`src/rtl/xf_cp_dispatch.sv`:
```
`default_nettype none
// ============================================================================
// Module      : xf_cp_dispatch
// Description : CP-bus write front-end for XF. It decodes CP writes into
//               NUM_REGIONS regions and queues them in a FIFO with per-region
//               valid/ready handshakes. It also supports an indexed burst mode
//               with a header word followed by auto-incrementing data words.
//               Define XF_DISPATCH_ERR_EN to enable bad-region error status.
// Revision    : 1.0 - initial release
// ============================================================================
module xf_cp_dispatch #(
    parameter int ADDR_W      = 16,
    parameter int SEL_W       = 4,
    parameter int NUM_REGIONS = 2,
    parameter int DATA_W      = 32,
    parameter int FIFO_DEPTH  = 4
) (
    input  logic                          clk,
    input  logic                          reset,
    input  logic [ADDR_W-1:0]             cp_addr,
    input  logic                          cp_write,
    input  logic                          cp_burst,
    input  logic [DATA_W-1:0]             cp_write_data,
    output logic                          cp_ready,
    output logic [NUM_REGIONS-1:0]        xf_valid,
    input  logic [NUM_REGIONS-1:0]        xf_ready,
    output logic [ADDR_W-SEL_W-1:0]       xf_addr,
    output logic [DATA_W-1:0]             xf_data,
    output logic                          burst_active,
    output logic [$clog2(FIFO_DEPTH):0]   fifo_level,
    input  logic                          err_clear,
    output logic                          err_flag,
    output logic [7:0]                    err_count
);

    localparam int             c_PTR_W = $clog2(FIFO_DEPTH);
    localparam int             c_LVL_W = c_PTR_W + 1;
    localparam int             c_LOC_W = ADDR_W - SEL_W;
    localparam logic [SEL_W:0] c_NREG  = (SEL_W+1)'(NUM_REGIONS);

    localparam logic [0:0] c_ST_IDLE  = 1'b0;
    localparam logic [0:0] c_ST_BURST = 1'b1;

    logic [0:0]          r_state;
    logic [0:0]          w_state_nxt;
    logic [ADDR_W-1:0]   r_cur;
    logic [16:0]         r_rem;

    logic [SEL_W-1:0]    r_mem_sel  [FIFO_DEPTH];
    logic [c_LOC_W-1:0]  r_mem_addr [FIFO_DEPTH];
    logic [DATA_W-1:0]   r_mem_data [FIFO_DEPTH];
    logic [c_PTR_W-1:0]  r_wr_ptr;
    logic [c_PTR_W-1:0]  r_rd_ptr;
    logic [c_LVL_W-1:0]  r_count;
    logic [c_LOC_W-1:0]  r_last_addr;
    logic [DATA_W-1:0]   r_last_data;

    logic                w_accept;
    logic                w_hdr;
    logic                w_word;
    logic [ADDR_W-1:0]   w_dec_addr;
    logic [SEL_W-1:0]    w_sel;
    logic                w_good;
    logic                w_push;
    logic                w_pop;
    logic                w_empty;
    logic [SEL_W-1:0]    w_head_sel;

    assign w_empty    = (r_count == '0);
    assign cp_ready   = (r_count != c_LVL_W'(FIFO_DEPTH));
    assign w_accept   = cp_write & cp_ready;
    assign w_hdr      = w_accept & (r_state == c_ST_IDLE) & cp_burst;
    assign w_word     = w_accept & ~w_hdr;

    // In a burst the address comes from the running pointer, never from the bus.
    assign w_dec_addr = (r_state == c_ST_BURST) ? r_cur : cp_addr;
    assign w_sel      = w_dec_addr[ADDR_W-1 -: SEL_W];
    assign w_good     = ({1'b0, w_sel} < c_NREG);
    assign w_push     = w_word & w_good;

    assign w_head_sel = r_mem_sel[r_rd_ptr];
    assign w_pop      = |(xf_valid & xf_ready);

    always_comb begin
        xf_valid = '0;
        if (!w_empty) begin
            for (int i = 0; i < NUM_REGIONS; i++) begin
                if (w_head_sel == SEL_W'(i)) xf_valid[i] = 1'b1;
            end
        end
    end

    // An empty FIFO presents the most recently consumed word.
    assign xf_addr      = w_empty ? r_last_addr : r_mem_addr[r_rd_ptr];
    assign xf_data      = w_empty ? r_last_data : r_mem_data[r_rd_ptr];
    assign fifo_level   = r_count;
    assign burst_active = (r_state == c_ST_BURST);

    always_comb begin
        w_state_nxt = r_state;
        case (r_state)
            c_ST_IDLE:  if (w_hdr) w_state_nxt = c_ST_BURST;
            c_ST_BURST: if (w_accept && (r_rem == 17'd1)) w_state_nxt = c_ST_IDLE;
            default:    w_state_nxt = c_ST_IDLE;
        endcase
    end

    always_ff @(posedge clk or posedge reset) begin
        if (reset) begin
            r_state <= c_ST_IDLE;
            r_cur   <= '0;
            r_rem   <= '0;
        end else begin
            r_state <= w_state_nxt;
            if (w_hdr) begin
                r_cur <= cp_write_data[ADDR_W-1:0];
                r_rem <= {1'b0, cp_write_data[31:16]} + 17'd1;
            end else if (w_accept && (r_state == c_ST_BURST)) begin
                r_cur <= r_cur + ADDR_W'(1);
                r_rem <= r_rem - 17'd1;
            end
        end
    end

    always_ff @(posedge clk) begin
        if (w_push) begin
            r_mem_sel[r_wr_ptr]  <= w_sel;
            r_mem_addr[r_wr_ptr] <= w_dec_addr[c_LOC_W-1:0];
            r_mem_data[r_wr_ptr] <= cp_write_data;
        end
    end

    always_ff @(posedge clk or posedge reset) begin
        if (reset) begin
            r_wr_ptr    <= '0;
            r_rd_ptr    <= '0;
            r_count     <= '0;
            r_last_addr <= '0;
            r_last_data <= '0;
        end else begin
            if (w_push) r_wr_ptr <= r_wr_ptr + c_PTR_W'(1);
            if (w_pop) begin
                r_rd_ptr    <= r_rd_ptr + c_PTR_W'(1);
                r_last_addr <= r_mem_addr[r_rd_ptr];
                r_last_data <= r_mem_data[r_rd_ptr];
            end
            case ({w_push, w_pop})
                2'b10:   r_count <= r_count + c_LVL_W'(1);
                2'b01:   r_count <= r_count - c_LVL_W'(1);
                default: r_count <= r_count;
            endcase
        end
    end

`ifdef XF_DISPATCH_ERR_EN
    logic       w_bad;
    logic       r_err_flag;
    logic [7:0] r_err_count;

    assign w_bad = w_word & ~w_good;

    // A clear in the same cycle as a bad write discards that write's error.
    always_ff @(posedge clk or posedge reset) begin
        if (reset) begin
            r_err_flag  <= 1'b0;
            r_err_count <= 8'd0;
        end else if (err_clear) begin
            r_err_flag  <= 1'b0;
            r_err_count <= 8'd0;
        end else if (w_bad) begin
            r_err_flag <= 1'b1;
            if (r_err_count != 8'hFF) r_err_count <= r_err_count + 8'd1;
        end
    end

    assign err_flag  = r_err_flag;
    assign err_count = r_err_count;
`else
    logic w_unused_err_clear;
    assign w_unused_err_clear = err_clear;
    assign err_flag           = 1'b0;
    assign err_count          = 8'd0;
`endif

endmodule
`default_nettype wire

```
`config.mk`:
```
export PLATFORM = sky130hd
export DESIGN_NAME = xf_cp_dispatch
export DESIGN_NICKNAME = d
export VERILOG_FILES = /design/src/rtl/xf_cp_dispatch.sv
export SDC_FILE = /design/constraint.sdc
export NUM_CORES = 1
export LEC_CHECK = 0
export ABC_AREA = 1
export BUFFER_PORTS_ARGS = -buffer_cell sky130_fd_sc_hd__buf_2
export CAP_MARGIN = 20
export CELL_PAD_IN_SITES_DETAIL_PLACEMENT = 1
export CELL_PAD_IN_SITES_GLOBAL_PLACEMENT = 2
export CORE_MARGIN = 1
export CORE_UTILIZATION = 35
export CTS_CLUSTER_SIZE = 14
export DETAILED_ROUTE_END_ITERATION = 7
export PLACE_DENSITY = 0.76
export RECOVER_POWER = 100
export SLEW_MARGIN = 40
export SYNTH_ARGS = -nofsm -noshare
export SYNTH_HDL_FRONTEND = slang
export SYNTH_SLANG_ARGS = --single-unit
export TNS_END_PERCENT = 10
```
`constraint.sdc`:
```
create_clock -name clk -period 3.7 [get_ports clk]
set_input_delay 0.185 -clock clk [delete_from_list [all_inputs] [get_ports clk]]
set_output_delay 0.185 -clock clk [all_outputs]
set_load 0.03 [all_outputs]
```
-- Word level (Yosys, flattened, before mapping)
Memories as Yosys holds them, arrays and structs flattened.
Cells that the tools add are included.
- bits in registers: 85
- bits in writable memories: 192
- input port bits: 55
- output and inout port bits: 60
- logic and storage cells: 55
- memories: 3
- add/sub/neg operators: 7
- $lt $le $gt $ge: 1
- equality and inequality tests: 5
- multiplexer cells: 16
- bitwise operators: 8
- reductions and logical operators: 7
- memories (memory ; words ; bits a word ; read ports ; clocked after memory_dff ; write ports ; line ; text):
    r_mem_data ; 4 ; 32 ; 1 ; 0 ; 1 ; 51 ; logic [DATA_W-1:0] r_mem_data [FIFO_DEPTH];
    r_mem_addr ; 4 ; 12 ; 1 ; 0 ; 1 ; 50 ; logic [c_LOC_W-1:0] r_mem_addr [FIFO_DEPTH];
    r_mem_sel ; 4 ; 4 ; 1 ; 0 ; 1 ; 49 ; logic [SEL_W-1:0] r_mem_sel [FIFO_DEPTH];
- operator list (kind ; number):
    $mux W16 ; 3
    $mux W17 ; 2
    $mux W32 ; 1
    $add A16 B1 Y17 const B ; 1
    $eq A17 B1 Y1 const B ; 1
    $sub A17 B1 Y17 const B ; 1
    $add A16 B1 Y16 const B ; 1
    $mux W12 ; 1
    $mux W1 ; 6
    $pmux W3 S2 ; 1
    $and A1 B1 Y1 ; 5
    $add A2 B1 Y2 const B ; 2
    $eq A4 B1 Y1 const B ; 1
    $logic_not A4 Y1 ; 1
    $lt A4 B2 Y1 const B ; 1
    $reduce_bool A2 Y1 ; 2
    $add A3 B1 Y3 const B ; 1
    $logic_not A3 Y1 ; 1
    $ne A3 B3 Y1 const B ; 1
    $sub A3 B1 Y3 const B ; 1
    $and A2 B2 Y2 ; 1
    $eq A2 B1 Y1 const B ; 1
    $eq A2 B2 Y1 const B ; 1
    $logic_and A1 B1 Y1 ; 2
    4 further kinds ; 5

-- Depth between registers and ports, before layout
Gate-level depths: netlist of run 1.
- depth after elaboration: 9
- mapped depth: 15

-- Least setup slack after synthesis of run 1
Ideal clock, no wire load.
- path type: flip-flop to flip-flop
- start point: register r_count[1], in the netlist fifo_level[1]
- end point: memory r_mem_addr[0][0] (netlist name), enable pin
- setup time: 454 ps
- arrival: 3605 ps
- required time: 3246 ps
- setup slack: -359 ps
- cell stages (with the launch flop): 7
- buffers on the path: 1
- clock period less this slack: 4059 ps
- path through: dfrtp_1 -> nor2_1 -> nand2_1 -> nand4_1 -> buf_2 -> nand4_1 -> nor2_1
- longest elaborated chain between the ends: 9
- ends and longest elaborated chain (item ; line ; text):
    start, declared ; 54 ; logic [c_LVL_W-1:0] r_count;
    start signal, assigned ; 148 ; 2'b10: r_count <= r_count + c_LVL_W'(1);
    start signal, assigned ; 149 ; 2'b01: r_count <= r_count - c_LVL_W'(1);
    start signal, assigned ; 150 ; default: r_count <= r_count;
    $ne A3 B3 Y1 (*) ; 70 ; assign cp_ready = (r_count != c_LVL_W'(FIFO_DEPTH));
    net cp_ready ; 24 ; output logic cp_ready,
    $and A1 B1 Y1 (*) ; 71 ; assign w_accept = cp_write & cp_ready;
    $and A1 B1 Y1 (2 in a row) ; 72 ; assign w_hdr = w_accept & (r_state == c_ST_IDLE) & cp_burst;
    $not A1 Y1 ; 73 ; assign w_word = w_accept & ~w_hdr;
    $and A1 B1 Y1 (*) ; 73 ;
    $and A1 B1 Y1 (*) ; 79 ; assign w_push = w_word & w_good;
    $mux W1 (*) ; 126 ; if (w_push) begin
    $mux W1 (implied by the code) (*) ; 128 ; r_mem_addr[r_wr_ptr] <= w_dec_addr[c_LOC_W-1:0];
    end, declared ; 50 ;
Mark *: on every way through the listed nets, which the timed path passes. The rest lies on a longest branch.

-- Worst setup path after layout of run 1
- start point: register r_rd_ptr[0]
- end point: output xf_data[29]
- longest elaborated chain between the ends: 2
- ends and longest elaborated chain (item ; line ; text):
    start, declared ; 53 ; logic [c_PTR_W-1:0] r_rd_ptr;
    start signal, assigned ; 143 ; r_rd_ptr <= r_rd_ptr + c_PTR_W'(1);
    $mem_v2 Z4 W32 ; n/a ;
    $mux W32 ; 95 ; assign xf_data = w_empty ? r_last_data : r_mem_data[r_rd_ptr];
    end, declared ; 28 ; output logic [DATA_W-1:0] xf_data,
Every way passes these cells.

==> results of run 1 <==
## through the flow
stage,util (%),setup WS (ns),TNS [ns]
detailed placement,38.5,0.781,0
finish,41.4,0.242,0
CTS,42.0,0.244,0
global placement,38.5,0.861,0
floorplan,-,-0.359,-68.94
global route,41.4,0.0342,0
## flip-flops by register name (all words and copies together) (netlist names)
signal and count:
r_mem_addr 48, r_last_addr 12, r_rd_ptr 2, r_mem_data 128
fifo_level 3, r_rem 17, r_last_data 32, r_wr_ptr 2
burst_active 1, r_cur 16, r_mem_sel 16
## repair_timing
action	in CTS	in global routing
hold buffers	31	0
hold endpoints to repair	181	0
resized for setup	0	0
## cell families after synthesis
family	share of synthesized area [%]
xor+xnor	0.760
compound gates	9.59
buf+inv	5.18
mux	3.91
fa+ha+maj	1.05
other cells	0.0296
flops	62.2
simple gates	17.2
## synth_stat cells, drive strengths merged
master	count	area (um2)
nand2	247	927
nor2	154	583
a21oi	22	110
dfrtp	85	2130
xor2	10	87.6
inv	73	274
xnor2	1	8.76
o21ai	144	721
mux2	44	495
conb	1	3.75
fa	1	20.0
nand4	17	106
o21a	1	7.51
nand3	99	495
o31ai	1	7.51
ha	9	113
a31oi	1	6.26
o211ai	5	42.5
a22oi	2	15.0
nand3b	3	22.5
buf	32	225
clkbuf	42	158
o22ai	49	307
or2	1	6.26
edfxtp	192	5770
nor3	9	45.0
## per-layer routing
| metal | global-route usage (%) | vias to the layer above | routed length (um) | part of all wire (%) |
|---|---|---|---|---|
| met3 | 1.93 | 36 | 1410 | 3.8 |
| met1 | 28.9 | 4775 | 17800 | 48 |
| met4 | 4.45 | 0 | 556 | 1.5 |
| met5 | 0 | - | 0 | 0 |
| met2 | 33.7 | 179 | 17500 | 47 |
| li1 | - | 4550 | - | - |
## tightest hold or removal path, stage by stage
cell	delay, ns
buf_2	0.08
nand2_1	0.04
o21ai_0	0.14
## layout make-up
type	count	area, um2	share of cell area, %
Sequential cell	277	7890	53.6
Clock inverter	10	75.1	0.510
Timing Repair Buffer	157	868	5.90
Multi-Input combinational cell	829	4180	28.4
Tap cell	461	577	3.92
Clock buffer	47	856	5.81
Inverter	73	279	1.89
## report_power, final
group	total, mW	internal (mW)	switching [mW]
Clock	2.83	1.65	1.18
Combinational	5.40	1.53	3.87
Sequential	4.68	4.26	0.413
Total	12.9	7.45	5.46
## cells in the final DEF, fill, tap and decap left out, drive strengths merged
cell type	instances
a21oi	22
a22oi	2
a31oi	1
buf	31
bufinv	1
clkbuf	142
clkinv	9
conb	9
dfrtp	85
dlygate4sd3	31
edfxtp	192
fa	1
ha	9
inv	73
mux2	44
nand2	247
nand3	99
nand3b	3
nand4	17
nor2	154
nor3	9
o211ai	5
o21a	1
o21ai	144
o22ai	49
o31ai	1
or2	1
xnor2	1
xor2	10
## worst paths after layout
check | slack [ns] | endpoint | startpoint | depth (start not counted)
min in group asynchronous | 0.32 | r_rem[12]$_DFFE_PP0P_ | reset | 3
setup reg to reg | 0.32 | r_mem_data[2][11]$_DFFE_PP_ | burst_active$_DFF_PP0_ | 8
hold reg to reg | 0.51 | r_last_data[6]$_DFFE_PP0P_ | r_last_data[6]$_DFFE_PP0P_ | 2
max in group asynchronous | 1.59 | r_last_data[16]$_DFFE_PP0P_ | reset | 4
hold / removal | 0.05 | r_mem_addr[3][3]$_DFFE_PP_ | cp_addr[3] | 3
setup / recovery | 0.24 | xf_data[29] | r_rd_ptr[0]$_DFFE_PP0P_ | 6
==> results.yml, run 1 <==
timing:
  maxSlewViolCount: 97
  timing.fmax_ghz: 0.289
  skew_ns: 0.00814
  finalSetupViolations: 0
  fin_crit_sh_pct: 93.5
  max_slew_margin_pct: -4.19
  finalCriticalPeriod_ns: 3.46
  tightest_slew_ns: 1.56
  whs_ns: 0.0534
  rsz0062_at_grt: "false"
  final_hold_viol_count: 0
run:
  maxCapViolations: 2
global_route:
  track_usage_pct: 20.4
  overflow: 0
  grt_antenna_before_repair: 1
  grt_pass1_vias: 9852
  grt_max_degree: 75
  grt_pass1_wl_um: 57300
place:
  port_buffers: 104
  numPlacedInstances: 1766
  gp_congestion: 0.751
  placed_cell_area_mm2: 0.0137
  hpwl_um: 23800
clocking:
  cts_setup_buffers: 0
  clkLatencyLatePin_ns: 0.54
  clockBufferDepth: 3
  cts_made_buffers: 31
  cts-root-buf: "clkbuf_16"
  clk_pin_slew_ns: 0.06
  htree_levels: 1
  clock-sinks: 277
  cts_tree: "done"
logic_synthesis:
  synth_warnings: 0
  ys_seq_area_share_pct: 62.2
  ys_ff_latch: 277
  yosysUniqueCellTypes: 32
  syn_area_per_cell_um2: 10.2
  syn_inst: 1245
  syn_area_mm2: 0.0127
detailed_routing:
  final_antenna_net_count: 0
  dr.pass1.iters: 5
  detail_route.wl_per_cell_um: 20.1
  drt_iter0_drc: 735
  drt_wl_total_um: 37300
  viasPerCell: 5.15
  drc_errors: 0
  vias: 9540
cells_and_area:
  syn_to_final_growth_pct: 16.2
  final_layout_size_suffix_gt1_share_pct: 10.6
  design_area_mm2: 0.0147
  instances_no_fill: 1854
  layout.nets: 1434
  fillers: 4040
  diodes: 0
floorplanning:
  fp-row-count: 69
  die_h_um: 192
  ios: 115
  fp.dieW_um: 192
  fp.coreArea_mm2: 0.0356
  die_area_mm2: 0.0370
  initial_utilization_pct: 35.6
setup_path:
  cp.required_ns: 3.51
  worstPathArrival_ns: 3.27
  worstPathCellList: "inv_2, buf_4, o21ai_0, o22ai_1, mux2_2, clkbuf_2"
  cp_max_fo: 73
  critPathBufInv: 3
  path_class: "flip-flop to output pin"
  slowest_delay_ns: 0.67
  cp_slowest_cell: "buf_4"
  start_kind: "flip-flop"
  crit_path_end_kind: "output pin"
  path_delay_family: "buffers and inverters"
power_and_ir_drop:
  cellPowerDensity_mw_per_mm2: 877
  ir_drop_uv: 492
  leakage_nw: 5.76
  p_total_mw: 12.9
min_path:
  hold_class: "input port to flip-flop"
outcome:
  violations: "capacitance limit, slew limit"
  status: "finished with violations"
(Power assumes the default switching activity.)
==> inputs of run 2 (changes only) <==
--- a/config.mk
+++ b/config.mk
@@ -14,7 +14,8 @@
 export CORE_UTILIZATION = 35
 export CTS_CLUSTER_SIZE = 14
 export DETAILED_ROUTE_END_ITERATION = 7
-export PLACE_DENSITY = 0.76
+export MAX_ROUTING_LAYER = met4
+export PLACE_DENSITY_LB_ADDON = 0.1
 export RECOVER_POWER = 100
 export SLEW_MARGIN = 40
 export SYNTH_ARGS = -nofsm -noshare
==> results.yml, run 2 (same netlist as run 1, synthesis figures left out) <==
timing:
  rsz0062_at_grt: "false"
  max_slew_margin_pct: -31.5
  finalWorstSetupSlack_ns: 0.518
  finalSetupViolations: 0
  fin_crit_sh_pct: 86.0
  tightest_slew_ns: 1.97
  final_hold_viol_count: 0
  finalCriticalPeriod_ns: 3.18
  timing.fmax_ghz: 0.314
  skew_ns: 0.0119
  maxSlewViolCount: 63
global_route:
  overflow: 0
  track_usage_pct: 21.5
  grt_pass1_vias: 9760
  grt_pass1_wl_um: 58300
  grt_max_degree: 51
  grt_antenna_before_repair: 0
clocking:
  clk_pin_slew_ns: 0.06
  cts_setup_buffers: 0
  post_cts_resized: 0
  htree_levels: 1
  clkLatencyLatePin_ns: 0.57
  cts-root-buf: "clkbuf_16"
  ctsHoldBuffers: 35
  clockBufferDepth: 3
  clock-sinks: 277
  cts_made_buffers: 31
  cts_tree: "done"
detailed_routing:
  final_antenna_net_count: 0
  vias: 9574
  drc_errors: 0
  dr.pass1.iters: 4
  viasPerCell: 5.15
  detail_route.wl_per_cell_um: 20.4
  drt_iter0_drc: 474
  drt_wl_total_um: 37900
cells_and_area:
  largest_reg_flops: 128
  syn_to_final_growth_pct: 17.8
  final_cell_mix: "246 x nand2_1, 192 x edfxtp_1, 152 x nor2_1, 143 x o21ai_0, 97 x nand3_1"
  final_common_cell: "nand2_1"
  final_layout_size_suffix_gt1_share_pct: 10.9
  layout.nets: 1439
  fillers: 3986
  diodes: 0
  finalCoreUtilization_pct: 42.0
  top_register: "r_mem_data"
  largestRegisters: "r_mem_data: 128 flops, r_mem_addr: 48 flops, r_last_data: 32 flops"
power_and_ir_drop:
  ir_drop_uv: 460
  combPwrFrac_pct: 41.2
  swShare_pct: 41.9
  p_int_mw: 7.72
  leakage_nw: 5.85
  power.switching_mw: 5.56
  clockPowerShare_pct: 24.0
  seqPwrFrac_pct: 34.8
  cellPowerDensity_mw_per_mm2: 890
setup_path:
  cp.required_ns: 3.51
  crit_path_end_kind: "output pin"
  worstPathArrival_ns: 3.00
  cp_max_fo: 28
  start_kind: "flip-flop"
  path_class: "flip-flop to output pin"
place:
  port_buffers: 104
  gp_congestion: 0.774
  hpwl_um: 23600
  place_ws_ns: 0.906
outcome:
  status: "finished with violations"
  violations: "capacitance limit, slew limit"
floorplanning:
  initial_utilization_pct: 35.6
  ios: 115
  die_h_um: 192
  die_area_mm2: 0.0370
  fp.dieW_um: 192
  fp.coreArea_mm2: 0.0356
  fp-row-count: 69
min_path:
  hold_class: "input port to flip-flop"
run:
  maxCapViolations: 2
run 2: stage by stage:
| stage | setup TNS (ns) | power, mW | cell area, um2 | hold WS, ns | instances |
|---|---|---|---|---|---|
| finish | 0 | 13.3 | 14900 | 0.0382 | 1860 |
| global placement | 0 | 10.2 | 13700 | 0.191 | 1767 |
| detailed placement | 0 | 10.3 | 13700 | 0.195 | 1767 |
| CTS | 0 | 13.6 | 15100 | 0.0149 | 1860 |
| floorplan | -68.94 | 8.53 | 12700 | 0.284 | 1253 |
| global route | 0 | 14.2 | 14900 | 0.0694 | 1860 |
run 2: area by class of cell:
type	instances	area [um2]	area share (%)
clock inverter	14	186	1.25
multi-input combinational	829	4180	28.0
inverter	73	275	1.84
timing repair buffer	162	942	6.31
tap	461	577	3.86
clock buffer	44	875	5.86
sequential	277	7890	52.9
run 2: power groups by stage:
stage | logic (mW) | registers (mW) | clock network, mW
floorplan | 3.90 | 4.63 | 0
global placement | 5.59 | 4.65 | 0
detailed placement | 5.66 | 4.68 | 0
CTS | 5.72 | 4.62 | 3.28
global route | 6.06 | 4.71 | 3.39
finish | 5.47 | 4.63 | 3.19
run 2: final timing paths:
path,slack [ns],from,cells after the start,endpoint
min reg2reg,0.51,r_last_data[17]$_DFFE_PP0P_,2,r_last_data[17]$_DFFE_PP0P_
max reg2reg,0.53,burst_active$_DFF_PP0_,6,r_mem_data[0][26]$_DFFE_PP_
max,0.52,r_rd_ptr[1]$_DFFE_PP0P_,6,xf_data[6]
min in group asynchronous,0.41,reset,3,r_rem[15]$_DFFE_PP0P_
max in group asynchronous,0.91,reset,4,r_last_addr[1]$_DFFE_PP0P_
min,0.04,cp_addr[12],3,r_mem_sel[3][0]$_DFFE_PP_
run 2: critical path: stages, from the launching register on:
cell and delay, ns:
dfrtp_1 0.39, inv_2 0.33, clkbuf_2 0.64, o21ai_0 0.20, o22ai_1 0.30, mux2_2 0.22
clkbuf_1 0.31
run 2: metal layers:
metal	track usage, %	vias up	share of wire (%)
met2	34.0	138	46
met5	-	-	0
met3	2.16	44	2.9
met1	30.1	4829	49
li1	-	4563	-
met4	4.27	0	2.0
